==> src/rtl/wam_pkg.sv <==
// Shared types and constants for the whack-a-mole round sequencer.
package wam_pkg;

  localparam int unsigned WAM_NUM_MOLES = 9;
  localparam int unsigned TICK_W        = 12;

  typedef enum logic [2:0] {
    ST_IDLE,
    ST_ARM,
    ST_GAP,
    ST_PICK,
    ST_UP,
    ST_OVER
  } state_t;

  function automatic logic [TICK_W-1:0] gap_ticks(input logic [1:0] lvl);
    logic [TICK_W-1:0] t;
    case (lvl)
      2'd0:    t = 12'd2000;
      2'd1:    t = 12'd1000;
      2'd2:    t = 12'd1000;
      default: t = 12'd500;
    endcase
    return t;
  endfunction

  function automatic logic [TICK_W-1:0] up_ticks(input logic [1:0] lvl);
    logic [TICK_W-1:0] t;
    case (lvl)
      2'd0:    t = 12'd2000;
      2'd1:    t = 12'd1000;
      2'd2:    t = 12'd500;
      default: t = 12'd250;
    endcase
    return t;
  endfunction

endpackage

==> src/rtl/tick_timer.sv <==
// DIV-cycle prescaler feeding a tick counter; o_done flags the last cycle
// of an interval of i_target ticks measured from the most recent clear.
module tick_timer
  import wam_pkg::*;
#(
  parameter int unsigned DIV = 50000
) (
  input  logic              i_clk,
  input  logic              i_rst,
  input  logic              i_clear,
  input  logic [TICK_W-1:0] i_target,
  output logic              o_done
);

  localparam int unsigned   PW       = (DIV > 1) ? $clog2(DIV) : 1;
  localparam logic [PW-1:0] PRE_LAST = PW'(DIV - 1);

  logic [PW-1:0]     r_pre;
  logic [TICK_W-1:0] r_ticks;
  logic              w_wrap;

  assign w_wrap = (r_pre == PRE_LAST);

  always_ff @(posedge i_clk) begin
    if (i_rst || i_clear) begin
      r_pre   <= '0;
      r_ticks <= '0;
    end else if (w_wrap) begin
      r_pre   <= '0;
      r_ticks <= r_ticks + TICK_W'(1);
    end else begin
      r_pre   <= r_pre + PW'(1);
    end
  end

  // Done is asserted combinationally so the owner leaves on exactly the last cycle.
  assign o_done = w_wrap && (r_ticks == i_target - TICK_W'(1));

endmodule

==> src/rtl/mole_scheduler.sv <==
// Whack-a-mole round sequencer: lights one mole, waits for hit or timeout,
// keeps score/misses. Optional macro WAM_WRONG_PENALTY_EN counts wrong whacks as misses.
module mole_scheduler
  import wam_pkg::*;
#(
  parameter int unsigned NUM_MOLES  = WAM_NUM_MOLES,
  parameter int unsigned DIV        = 50000,
  parameter int unsigned MAX_MISSES = 3,
  parameter int unsigned SCORE_W    = 8
) (
  input  logic                 CLOCK_50,
  input  logic                 reset,
  input  logic                 start,
  input  logic [1:0]           level,
  input  logic [3:0]           rand_idx,
  input  logic [NUM_MOLES-1:0] whack,
  output logic [NUM_MOLES-1:0] mole,
  output logic [SCORE_W-1:0]   score,
  output logic [1:0]           misses,
  output logic                 busy,
  output logic                 game_over
);

  state_t               r_state;
  state_t               w_next;
  logic [1:0]           r_level;
  logic [3:0]           r_idx;
  logic [SCORE_W-1:0]   r_score;
  logic [1:0]           r_misses;
  logic [NUM_MOLES-1:0] w_lit;
  logic [3:0]           w_pick_idx;
  logic [1:0]           w_miss_next;
  logic [TICK_W-1:0]    w_target;
  logic                 w_hit;
  logic                 w_wrong;
  logic                 w_done;
  logic                 w_clear;
  logic                 w_score_inc;
  logic                 w_miss_inc;

  assign w_lit       = NUM_MOLES'(1) << r_idx;
  assign w_hit       = |(whack & w_lit);
  assign w_miss_next = r_misses + 2'd1;
  assign w_pick_idx  = ({1'b0, rand_idx} < 5'(NUM_MOLES)) ? rand_idx
                                                          : rand_idx - 4'(NUM_MOLES);
  assign w_target    = (r_state == ST_UP) ? up_ticks(r_level) : gap_ticks(r_level);

`ifdef WAM_WRONG_PENALTY_EN
  assign w_wrong = !w_hit && (|whack);
`else
  assign w_wrong = 1'b0;
`endif

  tick_timer #(
    .DIV (DIV)
  ) u_timer (
    .i_clk    (CLOCK_50),
    .i_rst    (reset),
    .i_clear  (w_clear),
    .i_target (w_target),
    .o_done   (w_done)
  );

  always_ff @(posedge CLOCK_50) begin
    if (reset) r_state <= ST_IDLE;
    else       r_state <= w_next;
  end

  // One timer serves GAP and UP, so it is cleared on every entry to either.
  always_comb begin
    w_next      = r_state;
    w_clear     = 1'b0;
    w_score_inc = 1'b0;
    w_miss_inc  = 1'b0;
    case (r_state)
      ST_IDLE: if (start) w_next = ST_ARM;
      ST_ARM: begin
        w_next  = ST_GAP;
        w_clear = 1'b1;
      end
      ST_GAP:  if (w_done) w_next = ST_PICK;
      ST_PICK: begin
        w_next  = ST_UP;
        w_clear = 1'b1;
      end
      ST_UP: begin
        if (w_hit) begin
          w_score_inc = 1'b1;
          w_clear     = 1'b1;
          w_next      = ST_GAP;
        end else if (w_done || w_wrong) begin
          w_miss_inc = 1'b1;
          w_clear    = 1'b1;
          w_next     = (w_miss_next == 2'(MAX_MISSES)) ? ST_OVER : ST_GAP;
        end
      end
      ST_OVER: if (start) w_next = ST_ARM;
      default: w_next = ST_IDLE;
    endcase
  end

  always_ff @(posedge CLOCK_50) begin
    if (reset) begin
      r_level  <= '0;
      r_idx    <= '0;
      r_score  <= '0;
      r_misses <= '0;
    end else begin
      if (r_state == ST_ARM) begin
        r_level  <= level;
        r_score  <= '0;
        r_misses <= '0;
      end
      if (r_state == ST_PICK) r_idx <= w_pick_idx;
      if (w_score_inc && (r_score != '1)) r_score <= r_score + SCORE_W'(1);
      if (w_miss_inc) r_misses <= w_miss_next;
    end
  end

  assign mole      = (r_state == ST_UP) ? w_lit : '0;
  assign score     = r_score;
  assign misses    = r_misses;
  assign busy      = (r_state == ST_ARM) || (r_state == ST_GAP) ||
                     (r_state == ST_PICK) || (r_state == ST_UP);
  assign game_over = (r_state == ST_OVER);

endmodule

==> config.mk <==
export PLATFORM = sky130hd
export DESIGN_NAME = mole_scheduler
export DESIGN_NICKNAME = d
export VERILOG_FILES = /design/src/rtl/wam_pkg.sv /design/src/rtl/tick_timer.sv /design/src/rtl/mole_scheduler.sv
export SDC_FILE = /design/constraint.sdc
export NUM_CORES = 1
export LEC_CHECK = 0
export ABC_AREA = 0
export CORE_UTILIZATION = 41
export DETAILED_ROUTE_END_ITERATION = 8
export MAX_ROUTING_LAYER = met4
export SLEW_MARGIN = 5
export SYNTH_ARGS = -nofsm -noshare
export SYNTH_HDL_FRONTEND = slang
export SYNTH_HIERARCHICAL = 1
export SYNTH_SLANG_ARGS = --single-unit
export TNS_END_PERCENT = 30
==> constraint.sdc <==
create_clock -name CLOCK_50 -period 6.1 [get_ports CLOCK_50]
set_input_delay 1.83 -clock CLOCK_50 [delete_from_list [all_inputs] [get_ports CLOCK_50]]
set_output_delay 1.83 -clock CLOCK_50 [all_outputs]
set_load 0.01 [all_outputs]
**Word level (Yosys, flattened, before mapping)**

Index checks and enable logic that the tools add are counted.

- Input bits: 18
- Bits in registers: 47

- Add/subtract/negate cells: 6
- Order comparisons: 1
- Shift-type cells: 1
- Equal/unequal tests: 14
- Muxes and demuxes: 22
- Bitwise operators: 1
- Reduce and logical (&&, ||, !) cells: 16

Operators by type and width:

| kind | count |
|---|---|
| 11-bit one-hot mux with 3 select lines | 1 |
| 11-bit one-hot mux with 2 select lines | 1 |
| 16-bit by 1-bit adder with 16-bit output (second input constant) | 1 |
| 16-bit == test (second input constant) | 1 |
| 8-bit 2-to-1 mux | 2 |
| 3-bit 2-to-1 mux | 5 |
| 3-bit one-hot mux with 5 select lines | 1 |
| 12-bit by 1-bit adder with 12-bit output (second input constant) | 1 |
| 12-bit == test | 1 |
| 12-bit 2-to-1 mux | 1 |
| 12-bit by 1-bit subtractor with 12-bit output (second input constant) | 1 |
| 9-bit bitwise AND | 1 |
| 9-bit 2-to-1 mux | 1 |
| 9-bit OR reduction | 1 |
| 1-bit by 4-bit << shifter with 9-bit output (first input constant) | 1 |
| 8-bit by 1-bit adder with 8-bit output (second input constant) | 1 |
| 8-bit inequality test (second input constant) | 1 |
| 2-bit OR reduction | 4 |
| 3-bit by 2-bit == test with 1-bit output (second input constant) | 2 |
| 3-bit == test (second input constant) | 2 |
| 1-bit 2-to-1 mux | 6 |
| 2-bit == test (second input constant) | 2 |
| 1-bit logical OR | 4 |
| 4-bit < comparator (second input constant) | 1 |
| other kinds (14) | 18 |

**Logic depth before layout (Yosys ltp)**

Gate-level depths: netlist of the first run.

- Depth after elaboration: 12
- Depth in mapped cells: 18
- Mapped depth without buffers: 15

**Cells and area by module**

Netlist of the first run, hierarchy kept.

By module, submodules not included:

| module | times used | cells an instance | area an instance (um^2) | seq. area each (um^2) |
|---|---|---|---|---|
| tick_timer | 1 | 194 | 1609.0 | 560.5 |
| mole_scheduler | 1 | 193 | 1481.4 | 380.4 |

**Least setup slack after synthesis of the first run**

Ideal clock, no wire load.

- Kind: register -> register
- Start: register r_state[2]
- End: register u_timer.r_pre[10]
- Cell stages (with the launch flop): 18
- Arrival: 4184 ps
- Slack: 1788 ps
- Path buffers: 3
- Required time: 5972 ps
- Cell sequence: dfxtp_1 clkbuf_1 nor3b_1 and2_1 inv_1 ha_1 xor2_1 or3_1 a2111oi_2 o221ai_2 nor4b_2 o211ai_1 o21ai_0 or2_2 nand2b_1 clkbuf_1 clkbuf_1 nor2_1

- Word-level cells in the longest chain between the ends: 10

RTL lines:

| element | line | text |
|---|---|---|
| start: declaration | mole_scheduler.sv:24 | `state_t r_state;` |
| start signal: assignment | mole_scheduler.sv:66 | `else r_state <= w_next;` |
| 3-bit == test | mole_scheduler.sv:46 | `assign w_target = (r_state == ST_UP) ? up_ticks(r_level) : gap_ticks(r_level);` |
| 12-bit 2-to-1 mux | mole_scheduler.sv:46 |  |
| net w_target[1] | mole_scheduler.sv:33 | `logic [TICK_W-1:0] w_target;` |
| 12-bit by 1-bit subtractor with 12-bit output | tick_timer.sv:37 | `assign o_done = w_wrap && (r_ticks == i_target - TICK_W'(1));` |
| 12-bit == test | tick_timer.sv:37 |  |
| 1-bit logical AND | tick_timer.sv:37 |  |
| net w_done | mole_scheduler.sv:36 | `logic w_done;` |
| 1-bit 2-to-1 mux | mole_scheduler.sv:91 | `end else if (w_done \|\| w_wrong) begin` |
| 1-bit 2-to-1 mux | mole_scheduler.sv:87 | `if (w_hit) begin` |
| 1-bit one-hot mux with 2 select lines | mole_scheduler.sv:75 | `case (r_state)` |
| net w_clear | mole_scheduler.sv:37 | `logic w_clear;` |
| 1-bit logical OR | tick_timer.sv:25 | `if (i_rst \|\| i_clear) begin` |
| 2-bit OR reduction (no source line) | -- |  |
| end signal: assignment | tick_timer.sv:32 | `r_pre <= r_pre + PW'(1);` |
| end: declaration | tick_timer.sv:18 | `logic [PW-1:0] r_pre;` |

The timed path passes the listed nets, and every way through them passes these cells.
A chain may end at the register's enable or synchronous reset.

**Worst setup path in the final report of the first run**

- Start: register r_state[2]
- End: register u_timer.r_pre[8]

The elaborated chain is that of the path after synthesis.

==> results of run 1 <==
[state kept, by name (all words and copies together) (netlist names)]
| signal | flops |
|---|---|
| r_idx | 4 |
| misses | 2 |
| r_level | 2 |
| u_timer/r_pre | 16 |
| score | 8 |
| u_timer/r_ticks | 12 |
| r_state | 3 |
[worst max-delay path by stage]
| stage | startpoint | endpoint | slack, ns | depth (start not counted) |
|---|---|---|---|---|
| 3_5_place_dp | r_state[2] | u_timer/r_pre[8] | 1.14 | 14 |
| 4_1_cts | r_state[2] | u_timer/r_pre[9] | 1.09 | 14 |
| 2_1_floorplan | r_state[2] | u_timer/r_pre[10] | 1.79 | 17 |
| 3_3_place_gp | r_state[2] | u_timer/r_pre[14] | 1.38 | 14 |
| 5_1_grt | r_state[2] | u_timer/r_pre[11] | 0.69 | 14 |
| 6_report | r_state[2] | u_timer/r_pre[8] | 1.17 | 14 |
[layout by cell type, fill, tap and decap left out, types with 6 or more instances in the layout]
master | netlist | routed
inv_1 | 17 | 17
o211ai_1 | 8 | 8
xor2_1 | 26 | 26
clkdlybuf4s50_1 | 0 | 38
nand2_1 | 33 | 33
or3_1 | 13 | 13
nor2_1 | 57 | 57
nor3_1 | 12 | 12
and3_1 | 12 | 12
xnor2_1 | 19 | 19
dfxtp_1 | 47 | 47
ha_1 | 12 | 12
a21oi_1 | 11 | 11
nand2b_1 | 6 | 6
nand3_1 | 22 | 22
o21ai_0 | 8 | 8
conb_1 | 2 | 12
[kinds of logic (layout without fill, tap and decap cells)]
family | count (synthesis) | in the layout | synth area share [%]
and+or+nand+nor | 187 | 187 | 30.7
AOI/OAI and AO/OA | 59 | 59 | 15.3
DFF | 47 | 47 | 30.4
xor gates and xnor gates | 45 | 45 | 12.8
buffers and inverters | 31 | 65 | 4.21
adders and majority gates | 12 | 12 | 4.86
muxes | 4 | 4 | 1.50
other | 2 | 12 | 0.243
[critical path: stages (launching register included)]
cell and delay, ns:
dfxtp_1 0.57, nor3b_1 0.64, and2_1 0.33, inv_1 0.07
ha_1 0.27, xor2_1 0.18, or3_1 0.37, a2111oi_2 0.42
o221ai_2 0.17, nor4b_2 0.62, o211ai_1 0.17, o21ai_0 0.09
or2_2 0.30, nand2b_1 0.51, nor2_1 0.11
[power by group through the flow]
stage               Sequential, mW  Combinational (mW)  Clock (mW)
global route                 0.320              0.0958       0.205
detailed placement           0.326              0.0858           0
CTS                          0.319              0.0862       0.194
floorplan                    0.322              0.0632           0
finish                       0.319              0.0858       0.186
global placement             0.326              0.0850           0
[through the flow]
step           setup slack [ns]  power (mW)  util [%]  area (µm²)  hold slack (ns)
2_1_floorplan              1.79       0.385         -        3130            0.430
3_3_place_gp               1.38       0.411      49.3        3580            0.443
3_5_place_dp               1.14       0.412      49.3        3580            0.456
4_1_cts                    1.09       0.599      50.5        3660            0.477
5_1_grt                   0.695       0.621      50.5        3660            0.506
6_report                   1.17       0.591      50.5        3660            0.470
[metal layers]
| metal | vias up | global-route usage [%] |
|---|---|---|
| li1 | 1432 | - |
| met1 | 1296 | 24.4 |
| met2 | 61 | 29.0 |
| met3 | 7 | 2.80 |
| met4 | 0 | 5.28 |
| met5 | - | - |
[cell type report]
type | instances | area share (%)
clock inverter | 2 | 0.342
inverter | 18 | 1.84
tap | 99 | 3.38
multi-input combinational | 319 | 56.2
clock buffer | 6 | 1.98
sequential | 47 | 25.7
timing repair buffer | 39 | 10.6
==> flow_summary.json, run 1 <==
{
  "met3_length_um": 317,
  "rsz0062_at_grt": "false",
  "grt_pass1_vias": 2463,
  "fill_cells": 733,
  "clk_pin_slew_worst_paths_ns": 0.09,
  "die_area_mm2": 0.00789,
  "leakagePower_nw": 1.28,
  "clock_skew_ns": 0.00541,
  "crit_arrival_ns": 5.11,
  "ir_worst_vdd_v": 0.000117,
  "drt_first_pass_iters": 4,
  "grt_usage_pct": 18.4,
  "vias": 2796,
  "r2r_setup_slack_ns": 1.17,
  "synth_common_cells": "nor2_1 (57), dfxtp_1 (47), nand2_1 (33)",
  "multi_input_area_mm2": 0.00206,
  "cts_setup_buffers": 0,
  "drtIter0Drc": 85,
  "whs_endpoint": "u_timer/r_pre[0]",
  "met1Wirelength_um": 3240,
  "ys.flop_type": "dfxtp_1",
  "die_y_um": 88.8,
  "outcome": "finished clean",
  "drc_errors": 0,
  "r2r_end": "u_timer/r_pre[8]",
  "syn_inst": 387,
  "worstSkewPairLatency_ns": 0.30,
  "dpl.hpwl_um": 5030,
  "fin_nets": 460,
  "start_util_pct": 42.6,
  "layoutNonFillerInstCount": 530,
  "syn2layout_area_growth_pct": 18.5,
  "min_period_ns": 4.93,
  "ant_nets": 0,
  "wl_per_cell_um": 12.5,
  "comb_power_share_pct": 14.5,
  "final.setup.tns_ns": 0,
  "post_route_cells_drive_above_1_share_pct": 6.03,
  "maxCapViolations": 0,
  "hold-path-cell-count": 1,
  "yosysUniqueCellTypes": 63,
  "yosys_warnings": 6,
  "intPower_mw": 0.429,
  "grt-ovfl-total": 0,
  "critPathMaxFanout": 16,
  "critPathLaunchType": "flop",
  "r2r_start": "r_state[2]",
  "die_w_um": 88.8,
  "worstHoldStart": "u_timer/r_pre[0]",
  "synth.ff_latch_count": 47,
  "fmax_mhz": 203,
  "rows": 31,
  "clockRootBuffer": "clkbuf_8",
  "hold_path.class": "flop to flop",
  "core_mm2": 0.00725,
  "synth-edff-count": 0,
  "cts_buffers": 5,
  "antenna_found_initial": 0,
  "timing.slew.headroom_pct": 53.5,
  "async_flop_share_pct": 0,
  "routed_wl_um": 6620,
  "tightest_slew_ns": 0.696,
  "synthTopCellsByArea": "dfxtp_1 (30%), xor2_1 (7.4%), nor2_1 (6.9%)",
  "maxSlewViolCount": 0,
  "placed_cells": 522,
  "yosysSeqAreaShare_pct": 30.4,
  "synth_most_common_cell": "nor2_1",
  "cts.htree.levels": 2,
  "endpoint_kind": "flop",
  "power_density_mw_per_mm2": 161,
  "ios": 39,
  "p_sw_mw": 0.162,
  "grt_start_max_net_pins": 22,
  "hold_violations": 0,
  "port_buffers": 38,
  "route.met2.wl_um": 2990,
  "finalCritPeriodShare_pct": 80.9,
  "cts_tree": "yes",
  "regArea_um2": 941,
  "avgSynthCellArea_um2": 7.99,
  "p_seq_share_pct": 54.0,
  "ctsHoldBuffers": 0,
  "yosys.area.top_type": "dfxtp_1",
  "swShare_pct": 27.4,
  "grt_pass1_wl_um": 11100,
  "cts.sinks": 47,
  "vias_per_cell": 5.28,
  "cts_resized": 0,
  "r2r_cells": 14,
  "worstSetupPathType": "flop to flop",
  "clk_path_buf_depth": 2,
  "insertedDiodeCount": 0,
  "crit_required_ns": 6.27,
  "syn-cell-area_mm2": 0.00309,
  "top_layer_used": "met4",
  "setup_viol": 0,
  "place.gp.congestion": 0.878,
  "synth_top_area_share_pct": 30.4,
  "clkPwrFrac_pct": 31.5
}
Power figures use the tool's default switching activity.
==> inputs of run 2 (changes only) <==
Clock period 6.1 ns to 5.1 ns, I/O delays scaled along.
==> flow_summary.json, run 2 (synthesized netlist as in run 1, its figures left out) <==
{
  "cts_resized": 0,
  "final_common_cell": "nor2_1",
  "hold_path.class": "flop to flop",
  "tightest_slew_ns": 0.526,
  "clock_skew_ns": 0.0117,
  "drtIter0Drc": 131,
  "largest_reg_flops": 16,
  "antenna_found_initial": 0,
  "core_mm2": 0.00725,
  "path_cells": "nor3b_2 -> and2_1 -> inv_1 -> ha_1 -> xor2_1 -> or3_1 -> a2111oi_2 -> o221ai_2 -> nor4b_2 -> o211ai_1 -> o21ai_0 -> or2_2 -> nand2b_1 -> nor2_1",
  "port_buffers": 38,
  "drt_first_pass_iters": 4,
  "maxCapViolations": 0,
  "hold_violations": 0,
  "die_area_mm2": 0.00789,
  "ctsHoldBuffers": 0,
  "timing.slew.headroom_pct": 64.0,
  "worstSkewPairLatency_ns": 0.30,
  "ir_worst_vdd_v": 0.000146,
  "endpoint_kind": "flop",
  "crit_arrival_ns": 4.64,
  "wl_per_cell_um": 12.6,
  "leakagePower_nw": 1.29,
  "start_util_pct": 42.6,
  "grt_usage_pct": 18.2,
  "top_register": "u_timer/r_pre",
  "ant_nets": 0,
  "rows": 31,
  "clk_pin_slew_worst_paths_ns": 0.10,
  "placed_area_mm2": 0.00359,
  "place.gp.congestion": 0.847,
  "outcome": "finished clean",
  "finalCritPeriodShare_pct": 87.6,
  "cts_setup_buffers": 0,
  "grt-ovfl-total": 0,
  "critPathMaxFanout": 16,
  "drc_errors": 0,
  "layout_common_cells": "nor2_1 (57), dfxtp_1 (47), clkdlybuf4s50_1 (38), nand2_1 (33), xor2_1 (26)",
  "final.setup.tns_ns": 0,
  "cts_tree": "yes",
  "cts.htree.levels": 2,
  "max_stage_delay_ns": 0.61,
  "fin_nets": 462,
  "rsz0062_at_grt": "false",
  "p_total_mw": 0.709,
  "vias_per_cell": 5.16,
  "critPathBufInv": 1,
  "worstSetupPathType": "flop to flop",
  "routed_wl_um": 6680,
  "syn2layout_area_growth_pct": 19.3,
  "setup_viol": 0,
  "crit_required_ns": 5.27,
  "power_density_mw_per_mm2": 192,
  "min_period_ns": 4.47,
  "die_w_um": 88.8,
  "maxSlewViolCount": 0,
  "die_y_um": 88.8,
  "final_area_mm2": 0.00369,
  "ios": 39,
  "clockRootBuffer": "clkbuf_8",
  "critPathLaunchType": "flop",
  "grt_pass1_vias": 2381,
  "slowest_stage": "dfxtp_1",
  "cp_top_family": "simple AND/OR/NAND/NOR gates",
  "clk_path_buf_depth": 2,
  "grt_pass1_wl_um": 10900,
  "dpl.hpwl_um": 4990,
  "vias": 2746,
  "fmax_mhz": 224,
  "cts_buffers": 5,
  "grt_start_max_net_pins": 22,
  "fin_util_pct": 50.8,
  "cts.sinks": 47,
  "post_route_cells_drive_above_1_share_pct": 6.93,
  "insertedDiodeCount": 0
}
==> run 2: cell types whose count changed in the layout (fill, tap and decap cells not counted), sizes merged <==
cell	delta
clkinvlp	+1
clkbuf	-1
buf	+2
==> run 2: per-layer routing <==
metal,up-vias,wire [µm],GRT usage (%)
met5,-,0,-
met4,0,56,4.69
met3,5,220,2.80
met2,42,3000,27.7
met1,1260,3410,25.0
li1,1439,-,-
==> run 2: area by class of cell <==
class / count / area (µm²)
Inverter: 18 / 67.6
Tap cell: 99 / 124
Timing Repair Buffer: 41 / 403
Multi-Input combinational cell: 319 / 2060
Fill cell: 729 / 3570
Clock buffer: 5 / 68.8
Sequential cell: 47 / 941
Clock inverter: 3 / 20.0
==> run 2: path summary, 6_finish.rpt <==
kind | startpoint | endpoint | slack [ns] | cells after the start
max | r_state[2] | u_timer/r_pre[14] | 0.63 | 14
min reg2reg | u_timer/r_pre[0] | u_timer/r_pre[0] | 0.49 | 1
max reg2reg | r_state[2] | u_timer/r_pre[14] | 0.63 | 14
min | u_timer/r_pre[0] | u_timer/r_pre[0] | 0.49 | 1
==> run 2: power breakdown <==
part / switching [mW] / internal, mW / leakage (nW)
combinational: 0.0563 / 0.0454 / 0.871
sequential: 0.0101 / 0.372 / 0.380
clock: 0.130 / 0.0955 / 0.0402
==> run 2: stage by stage <==
stage	cells	setup WS [ns]	hold WS, ns
floorplan	397	0.788	0.430
global placement	524	0.599	0.442
detailed placement	524	0.332	0.478
CTS	532	0.318	0.499
global route	532	0.170	0.510
finish	532	0.633	0.485
==> inputs of run 3 (changes only) <==
Settings changed: ABC_CLOCK_PERIOD_IN_PS set to 5100, CTS_CLUSTER_DIAMETER set to 80.
==> results of run 3 <==
Final layout, timing and power as in run 2 (identical DEF).
==> patch: new RTL, settings of run 3 <==
Make the reset (`reset`) asynchronous in 2 clocked blocks.
--- a/src/rtl/mole_scheduler.sv
+++ b/src/rtl/mole_scheduler.sv
@@ -62,5 +62,5 @@
   );
 
-  always_ff @(posedge CLOCK_50) begin
+  always_ff @(posedge CLOCK_50 or posedge reset) begin
     if (reset) r_state <= ST_IDLE;
     else       r_state <= w_next;
@@ -100,5 +100,5 @@
   end
 
-  always_ff @(posedge CLOCK_50) begin
+  always_ff @(posedge CLOCK_50 or posedge reset) begin
     if (reset) begin
       r_level  <= '0;
Function: differs if reset is asserted again (counterexample within 4 cycles, from zero or initial values and one cycle with reset high); with reset held inactive, the same outputs for 10 cycles.
==> patch against run 3 <==
  * Final area shrank 3.3%
  * Sequential cell count unchanged
  * Via count down 8.6%
  * Routed wire length fell by 8.4%
  * Non-clock buffer count fell by 3
  * Final cell count shrank 5.6%
  * Area after synthesis decreased by 2.8%
  * Setup slack better by 0.037 ns
  * Critical endpoint unchanged
Power is not compared: it rests on default switching activity, and its combinational part moved more than twofold at a synthesized area within 25%.
==> patch: results <==
[run_status]
outcome = complete, no violations

[worst_hold_path]
whs_path_depth = 1

[place]
dp_hpwl_um = 4650
place.gp.congestion = 0.859

[logic_synthesis]
synth_common_cells = nor2_1, nand2_1, dfxtp_1, xor2_1, xnor2_1
synthArstFlopShare = 0.404
yosysUniqueCellTypes = 57
yosysWarningCount = 6
seq_area_frac_synth = 0.345
yosys-top-cells-area = dfxtp_1, dfrtp_1, xor2_1, nor2_1, xnor2_1

[sta]
hold-worst-slack_ns = 0.477
max_slew_margin = 0.487

[finish]
fin_nets = 435
drive_gt1_frac = 0.0443
n_fill_cell = 664

[critical_path]
max_stage_delay_ns = 0.55
ff2ff_setup_slack_ns = 0.67
r2r_cells = 15
critPathArrivalTime_ns = 4.59
critPathSlowestCell = nand2b_1
startpoint = r_state[1]$_DFFE_PP0P_

[pwr]
net-switching-power_w = 0.000522

[global_route]
track_usage = 0.180
grt_pass1_vias = 2332
grt_max_degree = 20
grt_pass1_wl_um = 10600

[drt]
drt-initial-drc-count = 101
post_drt_wl_per_cell_um = 12.2
viasPerCell = 5.00

[clock_network]
clk_pin_slew_ns = 0.08
cts-root-buf = clkbuf_8
patch: changes by cell type in the layout (fill, tap and decap cells not counted), moves of 4 or more:
cell / run 3 / this run
nor2b_1: 4 / 0
mux2i_1: 2 / 7
nand2_1: 33 / 39
dfxtp_1: 47 / 28
dfrtp_1: 0 / 19
nor3b_1: 4 / 0
nor3_1: 12 / 8
o211ai_1: 8 / 1
nor2_1: 57 / 52
a21oi_1: 11 / 7
o21ai_0: 8 / 16
and3_1: 12 / 8
patch: area by class of cell:
class                      count  area (um2)  area share
clock buffer                   7        86.3      0.0242
clock inverter                 1        8.76     0.00246
inverter                      19        71.3      0.0200
multi-input combinational    294        1860       0.522
sequential                    47        1040       0.291
tap                           96         120      0.0337
timing repair buffer          38         380       0.107
patch: stage by stage:
stage               worst slack [ns]  power, W  cells  area [um2]
finish                         0.670   0.00129    502        3560
global route                   0.259   0.00140    502        3560
CTS                            0.631   0.00130    502        3560
detailed placement             0.634   0.00106    494        3470
global placement               0.788   0.00105    494        3470
floorplan                       1.08  0.000942    372        3040
patch: metal layers:
| metal | share of wire | vias up | GRT usage |
|---|---|---|---|
| li1 | - | 1317 | - |
| met1 | 0.51 | 1148 | 0.241 |
| met2 | 0.44 | 39 | 0.281 |
| met3 | 0.039 | 7 | 0.0320 |
| met4 | 0.0098 | 0 | 0.0447 |
| met5 | 0 | - | - |
patch: cell families (layout without fill, tap and decap cells):
kind of cell               count (synthesis)  in the layout  synth area share
DFF                                       47             47             0.345
xor gates and xnor gates                  46             46             0.134
AOI/OAI and AO/OA                         50             50             0.120
and+or+nand+nor                          167            167             0.277
other                                      2             12           0.00250
buffers and inverters                     31             65            0.0479
adders and majority gates                 12             12            0.0500
muxes                                      7              7            0.0233
